`src/rtl/fetch_pkg.sv`:
```
// Shared fetch-path constants and the packet record held by the fetch buffer.
package fetch_pkg;
    localparam int FETCH_BYTES     = 16;
    localparam int INSTS_PER_FETCH = 4;
    localparam int VADDR_BITS      = 39;

    typedef struct packed {
        logic [FETCH_BYTES*8-1:0] data;
        logic [VADDR_BITS-1:4]    base;
        logic [1:0]               start;
    } fetch_packet_t;
endpackage

```
`src/rtl/fetch_buffer.sv`:
```
// Queue of ICache fetch packets between ICache and decode, emitting one
// 32-bit instruction per cycle from the head packet.
module fetch_buffer
    import fetch_pkg::*;
#(
    parameter int DEPTH = 4
) (
    input  logic                    clock,
    input  logic                    reset,
    input  logic                    enq_valid,
    output logic                    enq_ready,
    input  logic [VADDR_BITS-1:0]   enq_pc,
    input  logic [FETCH_BYTES*8-1:0] enq_data,
    output logic                    deq_valid,
    input  logic                    deq_ready,
    output logic [31:0]             deq_inst,
    output logic [VADDR_BITS-1:0]   deq_pc,
    input  logic                    flush,
    output logic [$clog2(DEPTH):0]  count
);
    localparam int                PTR_W     = $clog2(DEPTH);
    localparam logic [PTR_W:0]    FULL      = (PTR_W+1)'(DEPTH);
    localparam logic [1:0]        LAST_WORD = 2'(INSTS_PER_FETCH - 1);

    fetch_packet_t    mem [DEPTH];
    fetch_packet_t    head_pkt;
    logic [PTR_W-1:0] head, tail;
    logic [1:0]       idx, cur_idx;
    logic             fresh;
    logic             enq_fire, deq_fire, pop;
    logic             unused_pc_lsb;

    assign unused_pc_lsb = ^enq_pc[1:0];

    // A freshly promoted head starts at its own start index; later words come from idx.
    assign head_pkt = mem[head];
    assign cur_idx  = fresh ? head_pkt.start : idx;

    assign enq_ready = (count < FULL) && !flush;
    assign deq_valid = (count != '0) && !flush;
    assign enq_fire  = enq_valid && enq_ready;
    assign deq_fire  = deq_valid && deq_ready;
    assign pop       = deq_fire && (cur_idx == LAST_WORD);

    assign deq_inst = deq_valid ? head_pkt.data[32*cur_idx +: 32] : '0;
    assign deq_pc   = deq_valid ? {head_pkt.base, cur_idx, 2'b00} : '0;

    always_ff @(posedge clock or posedge reset) begin
        if (reset) begin
            count <= '0;
            head  <= '0;
            tail  <= '0;
            idx   <= '0;
            fresh <= 1'b1;
        end else if (flush) begin
            count <= '0;
            head  <= '0;
            tail  <= '0;
            idx   <= '0;
            fresh <= 1'b1;
        end else begin
            if (enq_fire)
                tail <= tail + 1'b1;
            if (pop) begin
                head  <= head + 1'b1;
                idx   <= '0;
                fresh <= 1'b1;
            end else if (deq_fire) begin
                idx   <= cur_idx + 2'd1;
                fresh <= 1'b0;
            end
            case ({enq_fire, pop})
                2'b10:   count <= count + 1'b1;
                2'b01:   count <= count - 1'b1;
                default: count <= count;
            endcase
        end
    end

    always_ff @(posedge clock) begin
        if (enq_fire)
            mem[tail] <= '{data: enq_data, base: enq_pc[VADDR_BITS-1:4], start: enq_pc[3:2]};
    end
endmodule

```
`config.mk`:
```
export PLATFORM = sky130hd
export DESIGN_NAME = fetch_buffer
export DESIGN_NICKNAME = d
export VERILOG_FILES = /design/src/rtl/fetch_pkg.sv /design/src/rtl/fetch_buffer.sv
export SDC_FILE = /design/constraint.sdc
export NUM_CORES = 1
export LEC_CHECK = 0
export ABC_AREA = 1
export CORE_ASPECT_RATIO = 2
export CORE_MARGIN = 1
export CORE_UTILIZATION = 46
export CTS_CLUSTER_DIAMETER = 60
export DETAILED_ROUTE_END_ITERATION = 8
export HOLD_SLACK_MARGIN = 0.02
export PLACE_DENSITY_LB_ADDON = 0.25
export SYNTH_ARGS = -nofsm -noshare
export SYNTH_HDL_FRONTEND = slang
export SYNTH_SLANG_ARGS = --single-unit
```
`constraint.sdc`:
```
create_clock -name clock -period 12 [get_ports clock]
set_input_delay 1.2 -clock clock [delete_from_list [all_inputs] [get_ports clock]]
set_output_delay 1.2 -clock clock [all_outputs]
set_load 0.03 [all_outputs]
```
======== Word-level counts from Yosys, hierarchy flattened ========
Memories as Yosys holds them, arrays and structs flattened.
Index checks and enable logic that the tools add are counted.
word-level totals
  memories ................................ 1
  register bits after elaboration ......... 10
  output and inout bits ................... 76
  input port bits ......................... 172
  RAM bits ................................ 660
memories
  memory  words  width  read ports  clocked after Yosys merged registers in  write ports  RTL line            text
  mem     4      165    1           0                                        1            fetch_buffer.sv:25  fetch_packet_t mem [DEPTH];
cells by class
  multiplexer cells ....................... 17
  equality and inequality tests ........... 3
  reduce and logical (&&, ||, !) cells .... 11
  magnitude comparators ................... 1
  add/sub/neg operators ................... 5
  shifts and indexed selects .............. 1
operator list
  cell                 number
  $shiftx 128x8->32    1
  $mux 39              1
  $mux 32              1
  $mux 2               8
  $reduce_bool 3->1    3
  $add 2x1->2 const B  3
  $pmux 3 s2           1
  $logic_and 1x1->1    5
  $mux 1               5
  $eq 2x2->1 const B   2
  $reduce_bool 2->1    2
  $add 3x1->3 const B  1
  $lt 3x3->1 const B   1
  $mux 3               1
  $sub 3x1->3 const B  1
  $eq 2x1->1 const B   1
  $logic_not 1->1      1

======== Logic depth before layout (Yosys ltp) ========
  depth after elaboration ................. 7
  gate-level depth with buffers ........... 19

======== Worst setup path before layout ========
No wires, ideal clock.
  path type ............................... in2reg
  start point ............................. in flush
  end point ............................... mem mem[0][0] (netlist name) (enable)
  stages on the path ...................... 3
  buffers on the path ..................... 0
  path slack .............................. 2.477 ns
  data required time ...................... 11.307 ns
  arrival ................................. 8.830 ns
  cells stage by stage .................... nor2_1 -> nand2_1 -> nor2_1
between the ends
  cells in the longest elaborated chain, start to end .. 5
RTL lines
  element                       RTL line            text
  start, declared               fetch_buffer.sv:18  input logic flush,
  $logic_not 1->1               fetch_buffer.sv:39  assign enq_ready = (count < FULL) && !flush;
  $logic_and 1x1->1             fetch_buffer.sv:39
  $logic_and 1x1->1             fetch_buffer.sv:41  assign enq_fire = enq_valid && enq_ready;
  $mux 1                        fetch_buffer.sv:81  if (enq_fire)
  $mux 1 (not written as such)  fetch_buffer.sv:82  mem[tail] <= '{data: enq_data, base: enq_pc[VADDR_BITS-1:4], start: enq_pc[3:2]};
  end, declared                 fetch_buffer.sv:25
Every way passes these cells.

======== Worst setup path after layout ========
  start point ............................. reg head[1]
  end point ............................... out deq_inst[10]
between the ends
  cells in the longest elaborated chain, start to end .. 4
RTL lines
  element                 RTL line            text
  start, declared         fetch_buffer.sv:27  logic [PTR_W-1:0] head, tail;
  start signal, assigned  fetch_buffer.sv:65  head <= head + 1'b1;
  $mem_v2 4x165 (*)       -
  $mux 2                  fetch_buffer.sv:37  assign cur_idx = fresh ? head_pkt.start : idx;
  $shiftx 128x8->32 (*)   fetch_buffer.sv:45  assign deq_inst = deq_valid ? head_pkt.data[32*cur_idx +: 32] : '0;
  $mux 32 (*)             fetch_buffer.sv:45
  end, declared           fetch_buffer.sv:16  output logic [31:0] deq_inst,
Mark *: on every way between the ends. The rest lies on a longest branch, timed or not.

==> results.py <==
metrics = {
    "cts": {
        "clockBufferDepth": 3,
        "cts-hold-fix-buffers": 0,
        "cts.sinks": 670,
        "cts.clk_slew.worst_paths_ns": 0.07,
        "cts-root-buf": "clkbuf_16",
        "numCtsBuffers": 56,
        "post_cts_buffers": 0,
        "insertion_delay_ns": 0.62,
        "cts_tree": "done",
        "ctsResizeCount": 0,
        "htree_levels": 2,
    },
    "finish": {
        "multi_input_area_mm2": 0.00586,
        "area_growth_pct": 17.7,
        "layout-drive-gt1-share": 0.0493,
        "fillers": 4687,
        "nets": 2530,
        "seq_area_mm2": 0.0201,
    },
    "power_and_ir_drop": {
        "p_leak_uw": 0.0108,
        "p_total_uw": 5130,
        "irDropWorstVdd_mv": 0.133,
        "p_clk_frac": 0.345,
        "pwr-share-seq": 0.528,
        "power.share.switching": 0.248,
        "comb_power_share": 0.127,
        "switchingPower_uw": 1270,
        "power_density_mw_per_mm2": 162,
        "intPower_uw": 3860,
    },
    "grt": {
        "antenna_found_initial": 20,
        "grt_start_max_net_pins": 248,
        "grt_first_pass_wirelength_um": 101000,
        "groute.usage.overall": 0.226,
        "grt_pass1_vias": 17100,
        "gr-total-overflow": 0,
    },
    "worst_setup_path": {
        "cp-end-kind": "output port",
        "crit_family": "buffers and inverters",
        "slowest_delay_ns": 0.86,
        "path_cells": "inv_6 > nand3_1 > nand3_2 > buf_4 > nand2_4 > nand2_1 > nand2_1 > nor2_1 > nor2_1 > clkdlybuf4s50_1",
        "critPathKind": "flip-flop to output port",
        "worstPathRequired_ns": 10.80,
        "critical_path_buf_inv_count": 3,
        "slowest_stage": "inv_6",
        "crit_fanout": 107,
        "worstPathArrival_ns": 5.41,
        "critical_path_cell_count": 10,
        "worst_r2r_path_depth": 14,
        "critPathLaunchType": "flip-flop",
    },
    "yosys": {
        "yosys.cell_types.count": 26,
        "syn_area_mm2": 0.0269,
        "yosysWarnings": 0,
        "ys_seq_area_frac": 0.746,
        "syn_avg_cell_area_um2": 12.4,
        "synth_cells": 2166,
        "synth-seq-cells": 670,
    },
    "placement": {
        "dp_hpwl_um": 38800,
        "place.gp.congestion": 0.742,
        "port_buffers": 243,
        "pre_cts_ws_ns": 6.00,
    },
    "route": {
        "via_per_inst": 5.45,
        "drt_iter0_markers": 1549,
        "routedWlPerCell_um": 21.4,
        "drt_wl_total_um": 67700,
        "vias": 17300,
        "first_pass_iters": 6,
        "ant_nets": 0,
        "drc": 0,
    },
    "floorplanning": {
        "die_h_um": 344,
        "dieArea_mm2": 0.0595,
        "die_width_um": 173,
        "ios": 248,
        "num_rows": 125,
        "coreArea_mm2": 0.0580,
        "start_util": 0.464,
    },
    "timing": {
        "rsz0062_at_grt": "false",
        "finalHoldViolations": 0,
        "period_needed_ns": 6.61,
        "fin_crit_sh": 0.551,
        "final-setup-viol-count": 0,
        "setup_tns_ns": 0,
        "maxSlewHeadroom": 0.158,
        "max_clock_freq_mhz": 151,
        "maxSlewViolCount": 0,
        "setup_slack_ns": 5.39,
        "worst_pin_slew_ns": 1.26,
        "finalClockSkew_ns": 0.0416,
    },
    "worst_hold_path": {
        "whs_path_depth": 2,
        "hold_class": "flip-flop to flip-flop",
    },
    "status": {
        "outcome": "completed",
    },
    "job": {
        "max-cap-violations": 0,
    },
}
## path summary, 6_finish.rpt
kind | start | to | slack [ns]
hold / removal | idx[1] | idx[1] | 0.53
hold reg to reg | idx[1] | idx[1] | 0.53
setup reg to reg | head[1] | count[1] | 8.22
max in group asynchronous | reset | fresh | 10.67
setup / recovery | head[1] | deq_inst[10] | 5.39
min in group asynchronous | reset | tail[1] | 0.98
## per-layer routing
| layer | share of wire | global-route usage | wire length [µm] | up-vias |
|---|---|---|---|---|
| li1 | - | - | - | 8082 |
| met1 | 0.38 | 0.268 | 25800 | 8477 |
| met2 | 0.51 | 0.386 | 34400 | 557 |
| met3 | 0.069 | 0.0520 | 4660 | 129 |
| met4 | 0.042 | 0.120 | 2820 | 14 |
| met5 | 0.0012 | 0 | 78 | - |
## placed cells by master, fill, tap and decap left out, types with 2 or more instances in the layout
master           instances
clkbuf_16               57
clkbuf_1                12
nor2_1                 457
conb_1                   2
nand2_2                  2
dfrtp_1                  7
buf_4                   22
o211ai_1                64
edfxtp_1               660
buf_12                   2
ha_1                     5
o21ai_0                267
o21ai_1                  2
dfrtp_4                  2
a21oi_1                 54
nor2_4                   4
clkbuf_8                 5
nand2_1                255
nand3_1                 73
o22ai_1                 64
inv_8                    2
inv_6                    2
clkinv_2                 8
o22a_1                  15
clkinvlp_4               3
inv_1                   85
bufinv_16                3
clkdlybuf4s50_1        243
clkinv_1                 7
diode_2                 11
## cell families after synthesis
group           Yosys count  share of synthesized area
simple gates            793                      0.114
compound gates          468                     0.0987
fa+ha+maj                 6                    0.00307
other cells               1                   0.000139
flops                   670                      0.746
buf+inv                 228                     0.0381
## worst register-to-register path: stages, from the launching register on
cell and delay [ns]:
dfrtp_4 1.06, inv_6 0.57, nor2_1 0.23, o21ai_1 0.09, nand2_1 0.16, nand2_1 0.08, nand2_2 0.23, ha_1 0.22
inv_1 0.04, nor2_1 0.24, nand2_1 0.11, inv_1 0.09, fa_1 0.40, nand2_1 0.08, nand2_1 0.06
## cells in the mapped netlist, drive strengths merged
master	instances	area, µm²
edfxtp	660	19800
nor2	461	1730
o21ai	269	1350
nand2	258	971
inv	88	333
nand3	74	375
buf	71	434
clkbuf	69	259
o211ai	64	480
o22ai	64	400
a21oi	54	270
o22a	15	131
dfrtp	9	225
ha	5	62.6
a21boi	1	18.8
a22o	1	8.76
conb	1	3.75
dfstp	1	26.3
fa	1	20.0
## power by group through the flow
stage          Sequential [µW]  Combinational [µW]  Clock (µW)
6_report                  2710                 652        1770
3_5_place_dp              2760                 658           0
5_1_grt                   2710                 709        1880
3_3_place_gp              2750                 651           0
4_1_cts                   2710                 662        1810
2_1_floorplan             2780                 352           0
## layout make-up
type | instances | share of cell area
diodes | 11 | 0.000869
clock buffers | 74 | 0.0486
clock inverters | 24 | 0.00707
inverters | 88 | 0.0108
multi-input cells | 1269 | 0.185
flip-flops and latches | 670 | 0.634
well taps | 762 | 0.0301
repair buffers | 267 | 0.0833
## flip-flops by register name (all words and copies together), names as in the netlist
| name | cells |
|---|---|
| count | 3 |
| idx | 2 |
| mem | 660 |
| tail | 2 |
| head | 2 |
| fresh | 1 |
## per-stage QoR
stage               std cells   util  cell area, µm²  hold WS, ns
finish                   3165  0.546           31700        0.531
global route             3163  0.546           31700        0.554
CTS                      3154  0.545           31600        0.528
detailed placement       3056  0.515           29900        0.511
global placement         3056  0.515           29900        0.499
floorplan                2167      -           26900        0.476
Note: power is estimated with default switching activity, not from simulation.
